## src/rtl/mem_arbiter_pkg.sv

```systemverilog
// Shared definitions for the fetch/load-store memory arbiter:
// FSM and grant encodings, default data width, round-robin pick helper.
package mem_arbiter_pkg;

  localparam int ARB_DATA_W = 32;

  typedef enum logic [1:0] {
    ARB_IDLE   = 2'd0,
    ARB_BUSY_I = 2'd1,
    ARB_BUSY_D = 2'd2,
    ARB_RESP   = 2'd3
  } arb_state_t;

  typedef enum logic {
    GNT_I = 1'b0,
    GNT_D = 1'b1
  } arb_gnt_t;

  // On a tie the port that did not win last time goes next.
  function automatic arb_gnt_t rr_pick(input logic i_v, input logic d_v, input arb_gnt_t last);
    if (i_v && d_v) begin
      return (last == GNT_I) ? GNT_D : GNT_I;
    end else if (d_v) begin
      return GNT_D;
    end else begin
      return GNT_I;
    end
  endfunction

endpackage

```

## src/rtl/mem_arbiter_if.sv

```systemverilog
// Bus bundle between the core's two ports, the arbiter and the unified memory.
interface mem_arbiter_if #(
  parameter int DATA_W = mem_arbiter_pkg::ARB_DATA_W
);
  // Handshake: x_req is a level held until the single-cycle x_ack (x_err/x_rdata
  // valid only with it); mem_req is held with stable mem_addr/mem_we/mem_wdata
  // until mem_ready (sampled only while mem_req=1) or a timeout abort.
  logic              i_req;
  logic [DATA_W-1:0] i_addr;
  logic [DATA_W-1:0] i_rdata;
  logic              i_ack;
  logic              i_err;

  logic              d_req;
  logic              d_we;
  logic [DATA_W-1:0] d_addr;
  logic [DATA_W-1:0] d_wdata;
  logic [DATA_W-1:0] d_rdata;
  logic              d_ack;
  logic              d_err;

  logic              mem_req;
  logic              mem_we;
  logic [DATA_W-1:0] mem_addr;
  logic [DATA_W-1:0] mem_wdata;
  logic [DATA_W-1:0] mem_rdata;
  logic              mem_ready;

  // Arbiter view.
  modport slave (
    input  i_req, i_addr, d_req, d_we, d_addr, d_wdata, mem_rdata, mem_ready,
    output i_rdata, i_ack, i_err, d_rdata, d_ack, d_err,
    output mem_req, mem_we, mem_addr, mem_wdata
  );

  // Core and memory view.
  modport master (
    output i_req, i_addr, d_req, d_we, d_addr, d_wdata, mem_rdata, mem_ready,
    input  i_rdata, i_ack, i_err, d_rdata, d_ack, d_err,
    input  mem_req, mem_we, mem_addr, mem_wdata
  );

endinterface

```

## src/rtl/mem_arbiter_timeout.sv

```systemverilog
// Per-transaction wait counter; `expired` is high once the count reaches
// TIMEOUT_CYC. A TIMEOUT_CYC of 0 means the counter never expires.
module arb_timeout #(
  parameter int TIMEOUT_CYC = 255,
  parameter int TO_W        = 8
) (
  input  logic clk,
  input  logic rst_n,
  input  logic clr,
  input  logic inc,
  output logic expired
);

  logic [TO_W-1:0] cnt_q;
  logic [TO_W-1:0] cnt_d;

  always_comb begin
    cnt_d = cnt_q;
    if (clr) begin
      cnt_d = '0;
    end else if (inc) begin
      cnt_d = cnt_q + TO_W'(1);
    end
  end

  always_ff @(posedge clk or negedge rst_n) begin
    if (!rst_n) begin
      cnt_q <= '0;
    end else begin
      cnt_q <= cnt_d;
    end
  end

  assign expired = (TIMEOUT_CYC != 0) && (cnt_q == TO_W'(TIMEOUT_CYC));

endmodule

```

## src/rtl/mem_arbiter.sv

```systemverilog
// Round-robin arbiter sharing one single-port, variable-latency memory between
// instruction fetch and load/store, with misalignment and timeout error reporting.
module mem_arbiter
  import mem_arbiter_pkg::*;
#(
  parameter int DATA_W      = ARB_DATA_W,
  parameter int TIMEOUT_CYC = 255,
  parameter int TO_W        = 8
) (
  input  logic                clk,
  input  logic                rst_n,
  mem_arbiter_if.slave        bus,
  output logic                busy,
  output arb_state_t          dbg_state
);

  arb_state_t        state_q, state_d;
  arb_gnt_t          last_q, last_d;
  logic              mask_q, mask_d;
  logic              mem_req_q, mem_req_d;
  logic              mem_we_q, mem_we_d;
  logic [DATA_W-1:0] mem_addr_q, mem_addr_d;
  logic [DATA_W-1:0] mem_wdata_q, mem_wdata_d;
  logic              i_ack_q, i_ack_d;
  logic              i_err_q, i_err_d;
  logic [DATA_W-1:0] i_rdata_q, i_rdata_d;
  logic              d_ack_q, d_ack_d;
  logic              d_err_q, d_err_d;
  logic [DATA_W-1:0] d_rdata_q, d_rdata_d;
  logic              busy_q, busy_d;

  logic              i_v, d_v;
  arb_gnt_t          gnt;
  logic [DATA_W-1:0] g_addr;
  logic              resp_v, resp_err;
  logic [DATA_W-1:0] resp_data;
  arb_gnt_t          resp_port;

  logic in_busy;
  logic to_clr, to_inc, to_expired;

  assign in_busy = (state_q == ARB_BUSY_I) || (state_q == ARB_BUSY_D);
  assign to_clr  = (state_q == ARB_RESP);
  assign to_inc  = in_busy && !bus.mem_ready && !to_expired;

  arb_timeout #(
    .TIMEOUT_CYC (TIMEOUT_CYC),
    .TO_W        (TO_W)
  ) u_timeout (
    .clk     (clk),
    .rst_n   (rst_n),
    .clr     (to_clr),
    .inc     (to_inc),
    .expired (to_expired)
  );

  always_comb begin
    state_d     = state_q;
    last_d      = last_q;
    mask_d      = 1'b0;
    mem_req_d   = mem_req_q;
    mem_we_d    = mem_we_q;
    mem_addr_d  = mem_addr_q;
    mem_wdata_d = mem_wdata_q;
    i_ack_d     = 1'b0;
    i_err_d     = 1'b0;
    i_rdata_d   = i_rdata_q;
    d_ack_d     = 1'b0;
    d_err_d     = 1'b0;
    d_rdata_d   = d_rdata_q;

    // The port acked last cycle may still hold its req for one more cycle.
    i_v    = bus.i_req && !(mask_q && (last_q == GNT_I));
    d_v    = bus.d_req && !(mask_q && (last_q == GNT_D));
    gnt    = rr_pick(i_v, d_v, last_q);
    g_addr = (gnt == GNT_I) ? bus.i_addr : bus.d_addr;

    resp_v    = 1'b0;
    resp_err  = 1'b0;
    resp_data = '0;
    resp_port = last_q;

    unique case (state_q)
      ARB_IDLE: begin
        if (i_v || d_v) begin
          last_d      = gnt;
          resp_port   = gnt;
          mem_addr_d  = g_addr;
          mem_we_d    = (gnt == GNT_D) && bus.d_we;
          mem_wdata_d = (gnt == GNT_D) ? bus.d_wdata : '0;
          if (g_addr[1:0] != 2'b00) begin
            state_d  = ARB_RESP;
            resp_v   = 1'b1;
            resp_err = 1'b1;
          end else begin
            state_d   = (gnt == GNT_I) ? ARB_BUSY_I : ARB_BUSY_D;
            mem_req_d = 1'b1;
          end
        end
      end
      ARB_BUSY_I, ARB_BUSY_D: begin
        if (bus.mem_ready) begin
          state_d   = ARB_RESP;
          mem_req_d = 1'b0;
          resp_v    = 1'b1;
          resp_data = mem_we_q ? '0 : bus.mem_rdata;
        end else if (to_expired) begin
          state_d   = ARB_RESP;
          mem_req_d = 1'b0;
          resp_v    = 1'b1;
          resp_err  = 1'b1;
        end
      end
      ARB_RESP: begin
        state_d = ARB_IDLE;
        mask_d  = 1'b1;
      end
      default: begin
        state_d   = ARB_IDLE;
        mem_req_d = 1'b0;
      end
    endcase

    if (resp_v) begin
      if (resp_port == GNT_I) begin
        i_ack_d   = 1'b1;
        i_err_d   = resp_err;
        i_rdata_d = resp_data;
      end else begin
        d_ack_d   = 1'b1;
        d_err_d   = resp_err;
        d_rdata_d = resp_data;
      end
    end

    busy_d = (state_d == ARB_BUSY_I) || (state_d == ARB_BUSY_D);
  end

  // last_q resets to D so the first tie after reset goes to fetch.
  always_ff @(posedge clk or negedge rst_n) begin
    if (!rst_n) begin
      state_q     <= ARB_IDLE;
      last_q      <= GNT_D;
      mask_q      <= 1'b0;
      mem_req_q   <= 1'b0;
      mem_we_q    <= 1'b0;
      mem_addr_q  <= '0;
      mem_wdata_q <= '0;
      i_ack_q     <= 1'b0;
      i_err_q     <= 1'b0;
      i_rdata_q   <= '0;
      d_ack_q     <= 1'b0;
      d_err_q     <= 1'b0;
      d_rdata_q   <= '0;
      busy_q      <= 1'b0;
    end else begin
      state_q     <= state_d;
      last_q      <= last_d;
      mask_q      <= mask_d;
      mem_req_q   <= mem_req_d;
      mem_we_q    <= mem_we_d;
      mem_addr_q  <= mem_addr_d;
      mem_wdata_q <= mem_wdata_d;
      i_ack_q     <= i_ack_d;
      i_err_q     <= i_err_d;
      i_rdata_q   <= i_rdata_d;
      d_ack_q     <= d_ack_d;
      d_err_q     <= d_err_d;
      d_rdata_q   <= d_rdata_d;
      busy_q      <= busy_d;
    end
  end

  assign bus.mem_req   = mem_req_q;
  assign bus.mem_we    = mem_we_q;
  assign bus.mem_addr  = mem_addr_q;
  assign bus.mem_wdata = mem_wdata_q;
  assign bus.i_ack     = i_ack_q;
  assign bus.i_err     = i_err_q;
  assign bus.i_rdata   = i_rdata_q;
  assign bus.d_ack     = d_ack_q;
  assign bus.d_err     = d_err_q;
  assign bus.d_rdata   = d_rdata_q;
  assign busy          = busy_q;
  assign dbg_state     = state_q;

endmodule

```

## src/flat_wrapper.sv

```systemverilog
// flat-port wrapper written by rule: the top's interface ports become plain ports
module mem_arbiter_flat import mem_arbiter_pkg::*;
#(
  parameter int DATA_W      = ARB_DATA_W,
  parameter int TIMEOUT_CYC = 255,
  parameter int TO_W        = 8
)
  (clk, rst_n, busy, dbg_state, bus_i_req, bus_i_addr, bus_d_req, bus_d_we, bus_d_addr, bus_d_wdata, bus_mem_rdata, bus_mem_ready, bus_i_rdata, bus_i_ack, bus_i_err, bus_d_rdata, bus_d_ack, bus_d_err, bus_mem_req, bus_mem_we, bus_mem_addr, bus_mem_wdata);
  mem_arbiter_if #(.DATA_W(DATA_W)) bus_i ();
  input  logic clk;
  input  logic rst_n;
  output logic busy;
  output arb_state_t dbg_state;
  input wire logic [$bits(bus_i.i_req)-1:0] bus_i_req;
  input wire logic [$bits(bus_i.i_addr)-1:0] bus_i_addr;
  input wire logic [$bits(bus_i.d_req)-1:0] bus_d_req;
  input wire logic [$bits(bus_i.d_we)-1:0] bus_d_we;
  input wire logic [$bits(bus_i.d_addr)-1:0] bus_d_addr;
  input wire logic [$bits(bus_i.d_wdata)-1:0] bus_d_wdata;
  input wire logic [$bits(bus_i.mem_rdata)-1:0] bus_mem_rdata;
  input wire logic [$bits(bus_i.mem_ready)-1:0] bus_mem_ready;
  output wire logic [$bits(bus_i.i_rdata)-1:0] bus_i_rdata;
  output wire logic [$bits(bus_i.i_ack)-1:0] bus_i_ack;
  output wire logic [$bits(bus_i.i_err)-1:0] bus_i_err;
  output wire logic [$bits(bus_i.d_rdata)-1:0] bus_d_rdata;
  output wire logic [$bits(bus_i.d_ack)-1:0] bus_d_ack;
  output wire logic [$bits(bus_i.d_err)-1:0] bus_d_err;
  output wire logic [$bits(bus_i.mem_req)-1:0] bus_mem_req;
  output wire logic [$bits(bus_i.mem_we)-1:0] bus_mem_we;
  output wire logic [$bits(bus_i.mem_addr)-1:0] bus_mem_addr;
  output wire logic [$bits(bus_i.mem_wdata)-1:0] bus_mem_wdata;
  assign bus_i.i_req = bus_i_req;
  assign bus_i.i_addr = bus_i_addr;
  assign bus_i.d_req = bus_d_req;
  assign bus_i.d_we = bus_d_we;
  assign bus_i.d_addr = bus_d_addr;
  assign bus_i.d_wdata = bus_d_wdata;
  assign bus_i.mem_rdata = bus_mem_rdata;
  assign bus_i.mem_ready = bus_mem_ready;
  assign bus_i_rdata = bus_i.i_rdata;
  assign bus_i_ack = bus_i.i_ack;
  assign bus_i_err = bus_i.i_err;
  assign bus_d_rdata = bus_i.d_rdata;
  assign bus_d_ack = bus_i.d_ack;
  assign bus_d_err = bus_i.d_err;
  assign bus_mem_req = bus_i.mem_req;
  assign bus_mem_we = bus_i.mem_we;
  assign bus_mem_addr = bus_i.mem_addr;
  assign bus_mem_wdata = bus_i.mem_wdata;
  mem_arbiter #(.DATA_W(DATA_W), .TIMEOUT_CYC(TIMEOUT_CYC), .TO_W(TO_W)) u_core (.clk(clk), .rst_n(rst_n), .bus(bus_i), .busy(busy), .dbg_state(dbg_state));
endmodule
```

## config.mk

```make
export PLATFORM = sky130hd
export DESIGN_NAME = mem_arbiter_flat
export DESIGN_NICKNAME = d
export VERILOG_FILES = /design/src/rtl/mem_arbiter_pkg.sv /design/src/rtl/mem_arbiter_if.sv /design/src/rtl/mem_arbiter_timeout.sv /design/src/rtl/mem_arbiter.sv /design/src/flat_wrapper.sv
export SDC_FILE = /design/constraint.sdc
export NUM_CORES = 1
export LEC_CHECK = 0
export ABC_CLOCK_PERIOD_IN_PS = 2600
export BUFFER_PORTS_ARGS = -buffer_cell sky130_fd_sc_hd__buf_2
export CORE_MARGIN = 4
export CORE_UTILIZATION = 44
export CTS_CLUSTER_SIZE = 28
export DETAILED_ROUTE_END_ITERATION = 7
export PLACE_DENSITY = 0.73
export RECOVER_POWER = 25
export SETUP_SLACK_MARGIN = 0.15
export SYNTH_ARGS = -nofsm -noshare
export SYNTH_HDL_FRONTEND = slang
export SYNTH_SLANG_ARGS = --single-unit
```

## constraint.sdc

```tcl
create_clock -name clk -period 2.6 [get_ports clk]
set_input_delay 0.13 -clock clk [delete_from_list [all_inputs] [get_ports clk]]
set_output_delay 0.13 -clock clk [all_outputs]
set_load 0.03 [all_outputs]
```

Yosys cells after proc, flatten, opt, wreduce, memory -nomap -nowiden
Cells that the tools add are included.
{"block": "word_totals", "ff_bits": 147, "inputBits": 134, "wordCells": 90}
{"block": "classes", "addsub": 1, "n_eq_ne": 9, "mux": 39, "bitwise_logic": 2, "n_reduce_logical": 24}
{"op": "two-way mux 32 bit", "n": 5}
{"op": "two-way mux 1 bit", "n": 23}
{"op": "two-way mux 8 bit", "n": 2}
{"op": "two-way mux 2 bit", "n": 5}
{"op": "adder 8 x 1 -> 8 bit (second input constant)", "n": 1}
{"op": "equality test 8 bit (second input constant)", "n": 1}
{"op": "logical AND 1 bit", "n": 8}
{"op": "equality test 2 bit (second input constant)", "n": 3}
{"op": "case mux 1 bit (2 select lines)", "n": 3}
{"op": "case mux 2 bit (3 select lines)", "n": 1}
{"op": "AND reduction 2 bit", "n": 3}
{"op": "nonzero test 2 bit", "n": 3}
{"op": "equality test 2 x 1 -> 1 bit (second input constant)", "n": 2}
{"op": "logical NOT 1 bit", "n": 4}
{"op": "AND reduction 4 bit", "n": 1}
{"op": "logical OR 1 bit", "n": 3}
{"op": "inequality test 3 x 2 -> 1 bit (second input constant)", "n": 1}
{"op": "logical NOT 2 bit", "n": 1}
{"op": "inequality test 2 x 1 -> 1 bit (second input constant)", "n": 1}
{"op": "inequality test 2 bit (second input constant)", "n": 1}
{"op": "NOT 1 bit", "n": 2}
{"op": "OR reduction 2 bit", "n": 1}

Logic depth before layout (Yosys ltp)
{"block": "depth", "depth_word": 13, "mapped_depth": 10, "ltp_nobuf": 7}

Modules after synthesis
A second synthesis with hierarchy kept.
{"block": "unflattened", "hier_cells": 640, "hier_area_um2": 6283.5}
{"module": "mem_arbiter", "instances": 1, "cells_each": 601, "area_each_um2": 5886.9}
{"module": "arb_timeout", "instances": 1, "cells_each": 39, "area_each_um2": 396.6}

Worst setup path after synthesis
OpenSTA, ideal clock, no wires.
{"block": "synth_path", "path_kind": "register to register", "start": "register u_core.state_q[0] (netlist: u_core.dbg_state[0])", "end": "register u_core.i_rdata_q[10] (netlist: u_core.bus.i_rdata[10])", "arrival_time_ns": 1.939, "required_ns": 2.459, "slack_ns": 0.520, "stages_incl_launch_ff": 9, "n_path_buf": 2, "synth_period_minus_slack_ns": 2.080, "cell_sequence": "dfrtp_1 > inv_1 > ha_1 > inv_1 > o31a_1 > buf_2 > clkbuf_1 > o311ai_0 > nand3_1"}
{"block": "synth_between", "elab_chain_len": 4, "elab_cells_between_ends": 9, "cone_classes": "eq/ne: 2; mux: 3; bitwise: 1; reduce/logical: 3"}
{"element": "start, declared", "line_no": "mem_arbiter.sv:17", "text": "arb_state_t state_q, state_d;"}
{"element": "start signal, assigned", "line_no": "mem_arbiter.sv:157", "text": "state_q <= state_d;"}
{"element": "equality test 2 bit, or another cell as far along", "line_no": "mem_arbiter.sv:83", "text": "unique case (state_q)"}
{"element": "OR reduction 2 bit or two-way mux 1 bit (tied branches)", "line_no": "mem_arbiter.sv:83"}
{"element": "case mux 1 bit (2 select lines) or NOT 1 bit (tied branches)"}
{"element": "AND reduction 2 bit (no line)"}
{"element": "end signal, assigned", "line_no": "mem_arbiter.sv:166", "text": "i_rdata_q <= i_rdata_d;"}
{"element": "end, declared", "line_no": "mem_arbiter.sv:26", "text": "logic [DATA_W-1:0] i_rdata_q, i_rdata_d;"}
Several ways; a longest one is shown, not always the timed one.
A chain may end at the register's enable or synchronous reset.

Worst setup path after layout
{"block": "layout_path", "start": "register u_core.last_q", "end": "register u_core.mem_addr_q[27] (netlist: u_core.bus.mem_addr[27])"}
{"block": "layout_between", "elab_chain_len": 7, "elab_cells_between_ends": 14, "cone_classes": "mux: 4; bitwise: 1; reduce/logical: 9"}
{"element": "start, declared", "line_no": "mem_arbiter.sv:18", "text": "arb_gnt_t last_q, last_d;"}
{"element": "start signal, assigned", "line_no": "mem_arbiter.sv:158", "text": "last_q <= last_d;"}
{"element": "NOT 1 bit", "line_no": "mem_arbiter.sv:73", "text": "i_v = bus.i_req && !(mask_q && (last_q == GNT_I));"}
{"element": "logical AND 1 bit", "line_no": "mem_arbiter.sv:73"}
{"element": "logical NOT 1 bit", "line_no": "mem_arbiter.sv:73"}
{"element": "logical AND 1 bit", "line_no": "mem_arbiter.sv:73"}
{"element": "logical AND 1 bit", "line_no": "mem_arbiter_pkg.sv:21", "text": "if (i_v && d_v) begin"}
{"element": "two-way mux 1 bit", "line_no": "mem_arbiter_pkg.sv:21"}
{"element": "two-way mux 32 bit", "line_no": "mem_arbiter.sv:76", "text": "g_addr = (gnt == GNT_I) ? bus.i_addr : bus.d_addr;"}
{"element": "end signal, assigned", "line_no": "mem_arbiter.sv:162", "text": "mem_addr_q <= mem_addr_d;"}
{"element": "end, declared", "line_no": "mem_arbiter.sv:22", "text": "logic [DATA_W-1:0] mem_addr_q, mem_addr_d;"}
Several ways; a longest one is shown, not always the timed one.

==> impl_metrics.py <==
metrics = {
    "floorplanning": {
        "core_um2": 15900,
        "fp.dieW_um": 135,
        "dieHeight_um": 135,
        "io_pins": 271,
        "row_count": 46,
        "die_area_um2": 18300,
        "initial_utilization_pct": 44.8,
    },
    "logic_synthesis": {
        "syn-instance-count": 759,
        "seq_area_frac_synth_pct": 51.7,
        "yosys.area.top_type_share_pct": 51.3,
        "synth_area_leaders": "dfrtp_1 (51%), nand3_1 (11%), o21ai_0 (6.3%)",
        "muxShareOfSynthArea_pct": 4.64,
        "synth_top_flop_cell": "dfrtp_1",
        "ys_ff_latch": 147,
        "synth_xor_area_share_pct": 0.369,
        "synth-compound-area-share_pct": 18.2,
        "synth.distinct_cells": 49,
        "syn_area_per_cell_um2": 9.38,
        "synth_top_family_by_area": "simple AND/OR/NAND/NOR gates",
        "synth_simple_gate_area_share_pct": 19.1,
        "synth-edff-count": 0,
        "synthAdderAreaFrac_pct": 0.527,
        "postSynthNetCount": 896,
        "postSynth.asyncResetShare_pct": 100,
        "yosys_warnings": 0,
        "netlist_area_um2": 7120,
        "synth_top_cell_by_area": "dfrtp_1",
    },
    "cts": {
        "clk_path_buf_depth": 2,
        "postCtsHoldBufs": 71,
        "post_cts_resized": 0,
        "cts_tree": "done",
        "clk_pin_slew_ns": 0.06,
        "cts_inserted_buffers": 17,
        "cts_htree_levels": 4,
        "cts-root-buf": "clkbuf_16",
        "post-cts-setup-buffers": 0,
        "clock_sinks": 147,
        "clkLatencyLatePin_ns": 0.42,
    },
    "drt": {
        "dr.pass1.iters": 5,
        "num_vias": 7289,
        "drt_iter0_drc": 505,
        "post_drt_wl_per_cell_um": 18.6,
        "vias_per_cell": 5.67,
        "drt_wl_total_um": 23900,
        "drtAntennaViolNets": 0,
        "drc": 0,
    },
    "power": {
        "p_switching_mw": 6.84,
        "ir_drop_uv": 1130,
        "pwr-share-comb_pct": 53.0,
        "intPower_mw": 7.37,
        "clockPowerShare_pct": 18.8,
        "leakage_nw": 4.61,
        "sw_frac_of_total_pct": 48.1,
        "power_frac_seq_pct": 28.2,
        "powerDensity_nw_per_um2": 1430,
    },
    "finish": {
        "drive_gt1_share_pct": 27.4,
        "nNetsFinal": 1194,
        "final_common_cell": "buf_2",
        "area_growth_pct": 39.9,
        "layout_common_cells": "buf_2 (229), nand3_1 (163), dfrtp_1 (146)",
        "stdcell_area_um2": 9960,
    },
    "timing": {
        "setup_viol": 0,
        "hold_viol": 0,
        "final_max_slew_viol_count": 69,
        "rsz0062_at_grt": "false",
        "finalClockSkew_ns": 0.0110,
        "min_period_over_period_pct": 86.8,
        "min_period_ns": 2.26,
        "slew_headroom_pct": -18.2,
        "tns_ns": 0,
        "worst_slew_pin_slew_ns": 1.77,
        "whs_ns": 0.0122,
        "fmax_mhz": 443,
    },
    "global_routing": {
        "antenna_found_initial": 3,
        "grt_max_degree": 118,
        "gr-total-overflow": 0,
        "first_global_vias": 6985,
        "grt_pass1_wl_um": 37600,
        "grt_use_total_pct": 25.6,
    },
    "worst_setup_path": {
        "arrival_ns": 2.55,
        "reg2reg_setup_slack_ns": 0.34,
        "crit_slowest_cell": "dfstp_2",
        "ff2ff_path_depth": 5,
        "path_cells": "o21ai_2 > nand2_2 > mux2i_1 > dlygate4sd3_1 > o21ai_1",
        "r2r-end": "u_core.bus.mem_addr[27]",
        "worst-path-buf-inv": 1,
        "worst-endpoint-required_ns": 2.89,
        "crit_path_max_fanout": 20,
        "critPathKind": "reg2reg",
        "crit_family": "flip-flops",
        "start_kind": "flop",
        "rr_startpoint": "u_core.last_q",
        "critPathCaptureType": "flop",
        "critPathMaxStageDelay_ns": 0.62,
    },
    "run": {
        "drv_cap": 1,
    },
    "hold_path": {
        "holdPathStages": 3,
        "min_to": "u_core.bus.mem_addr[26]",
        "hp-class": "in2reg",
        "hp-start": "bus_d_addr[26]",
    },
    "placed_design": {
        "place_hpwl_um": 14900,
        "portBuffers": 270,
        "placed_area_um2": 8660,
        "gp_congestion": 0.819,
    },
    "status": {
        "outcome": "finished, violations left",
        "violations": "max-capacitance violations, max-slew violations",
    },
}
metrics by stage:
step | setup WS [ns] | utilization (%) | cells | power (mW)
after floorplan | 0.520 | - | 759 | 9.21
after global placement | 0.615 | 54.5 | 1183 | 11.4
after detailed placement | 0.521 | 54.5 | 1183 | 11.5
after CTS | 0.346 | 63.0 | 1283 | 14.3
after global routing | 0.245 | 62.7 | 1286 | 15.1
final | 0.343 | 62.7 | 1286 | 14.2
worst max-delay path by stage:
stage,cells past startpoint,slack [ns],from,endpoint
CTS,5,0.35,u_core.last_q,u_core.bus.mem_addr[27]
global placement,6,0.61,u_core.dbg_state[0],u_core.bus.d_rdata[11]
global route,5,0.25,u_core.last_q,u_core.bus.mem_addr[27]
finish,5,0.34,u_core.last_q,u_core.bus.mem_addr[27]
detailed placement,6,0.52,u_core.dbg_state[0],u_core.bus.i_rdata[7]
floorplan,8,0.52,u_core.dbg_state[0],u_core.bus.i_rdata[10]
registers in the layout, indices dropped and copies added, names as in the netlist:
name and flops:
u_core.bus.d_err 1, u_core.bus.d_rdata 32, u_core.bus.d_ack 1, u_core.bus.i_rdata 32, u_core.bus.mem_addr 32, u_core.u_timeout.cnt_q 8
u_core.last_q 1, u_core.bus.i_err 1, u_core.busy 1, u_core.dbg_state 2, u_core.bus.mem_we 1, u_core.mask_q 1
u_core.bus.i_ack 1, u_core.bus.mem_req 1, u_core.bus.mem_wdata 32
layer usage:
metal,vias up,track usage [%],share of wire (%)
met1,3511,32.0,39
met4,0,9.18,2.1
met2,355,42.7,50
met3,36,7.28,9.2
met5,-,0,0
li1,3387,-,-
worst reg2reg max path: stages (launching register included):
cell and delay, ns:
dfstp_2 0.62, o21ai_2 0.15, nand2_2 0.49, mux2i_1 0.25, dlygate4sd3_1 0.57, o21ai_1 0.06
power by group through the flow:
stage / clock [mW] / combinational, mW / sequential (mW)
after floorplan: 0 / 3.34 / 5.87
after global placement: 0 / 7.41 / 3.96
after detailed placement: 0 / 7.54 / 3.98
after CTS: 2.71 / 7.63 / 3.97
after global routing: 2.81 / 8.17 / 4.13
final: 2.67 / 7.54 / 4.00
cell families (layout without fill, tap and decap cells):
family | count (synthesis) | in the layout
and+or+nand+nor | 293 | 293
AOI/OAI and AO/OA | 192 | 192
xor gates and xnor gates | 3 | 3
other | 0 | 3
muxes | 33 | 33
adders and majority gates | 3 | 3
DFF | 147 | 147
buffers and inverters | 88 | 396
cells in the mapped netlist (all sizes together) (2+ instances only):
master / count
o211ai: 3
o31ai: 3
o311ai: 64
o31a: 2
a211oi: 2
nand2: 104
clkbuf: 49
nand4: 2
nand3: 163
inv: 7
mux2i: 33
buf: 32
nor3: 9
a21oi: 8
or3: 3
and2: 2
xnor2: 2
dfrtp: 146
nor2: 3
ha: 3
o221ai: 2
o21ai: 99
layout make-up:
class / instances / area (um^2)
fill: 1318 / 5930
sequential: 147 / 3680
multi-input combinational: 524 / 3080
timing repair buffer: 360 / 2250
clock buffer: 19 / 453
tap: 216 / 270
clock inverter: 10 / 183
inverter: 7 / 26.3
antenna: 3 / 7.51
Note: power is estimated with default switching activity, not from simulation.
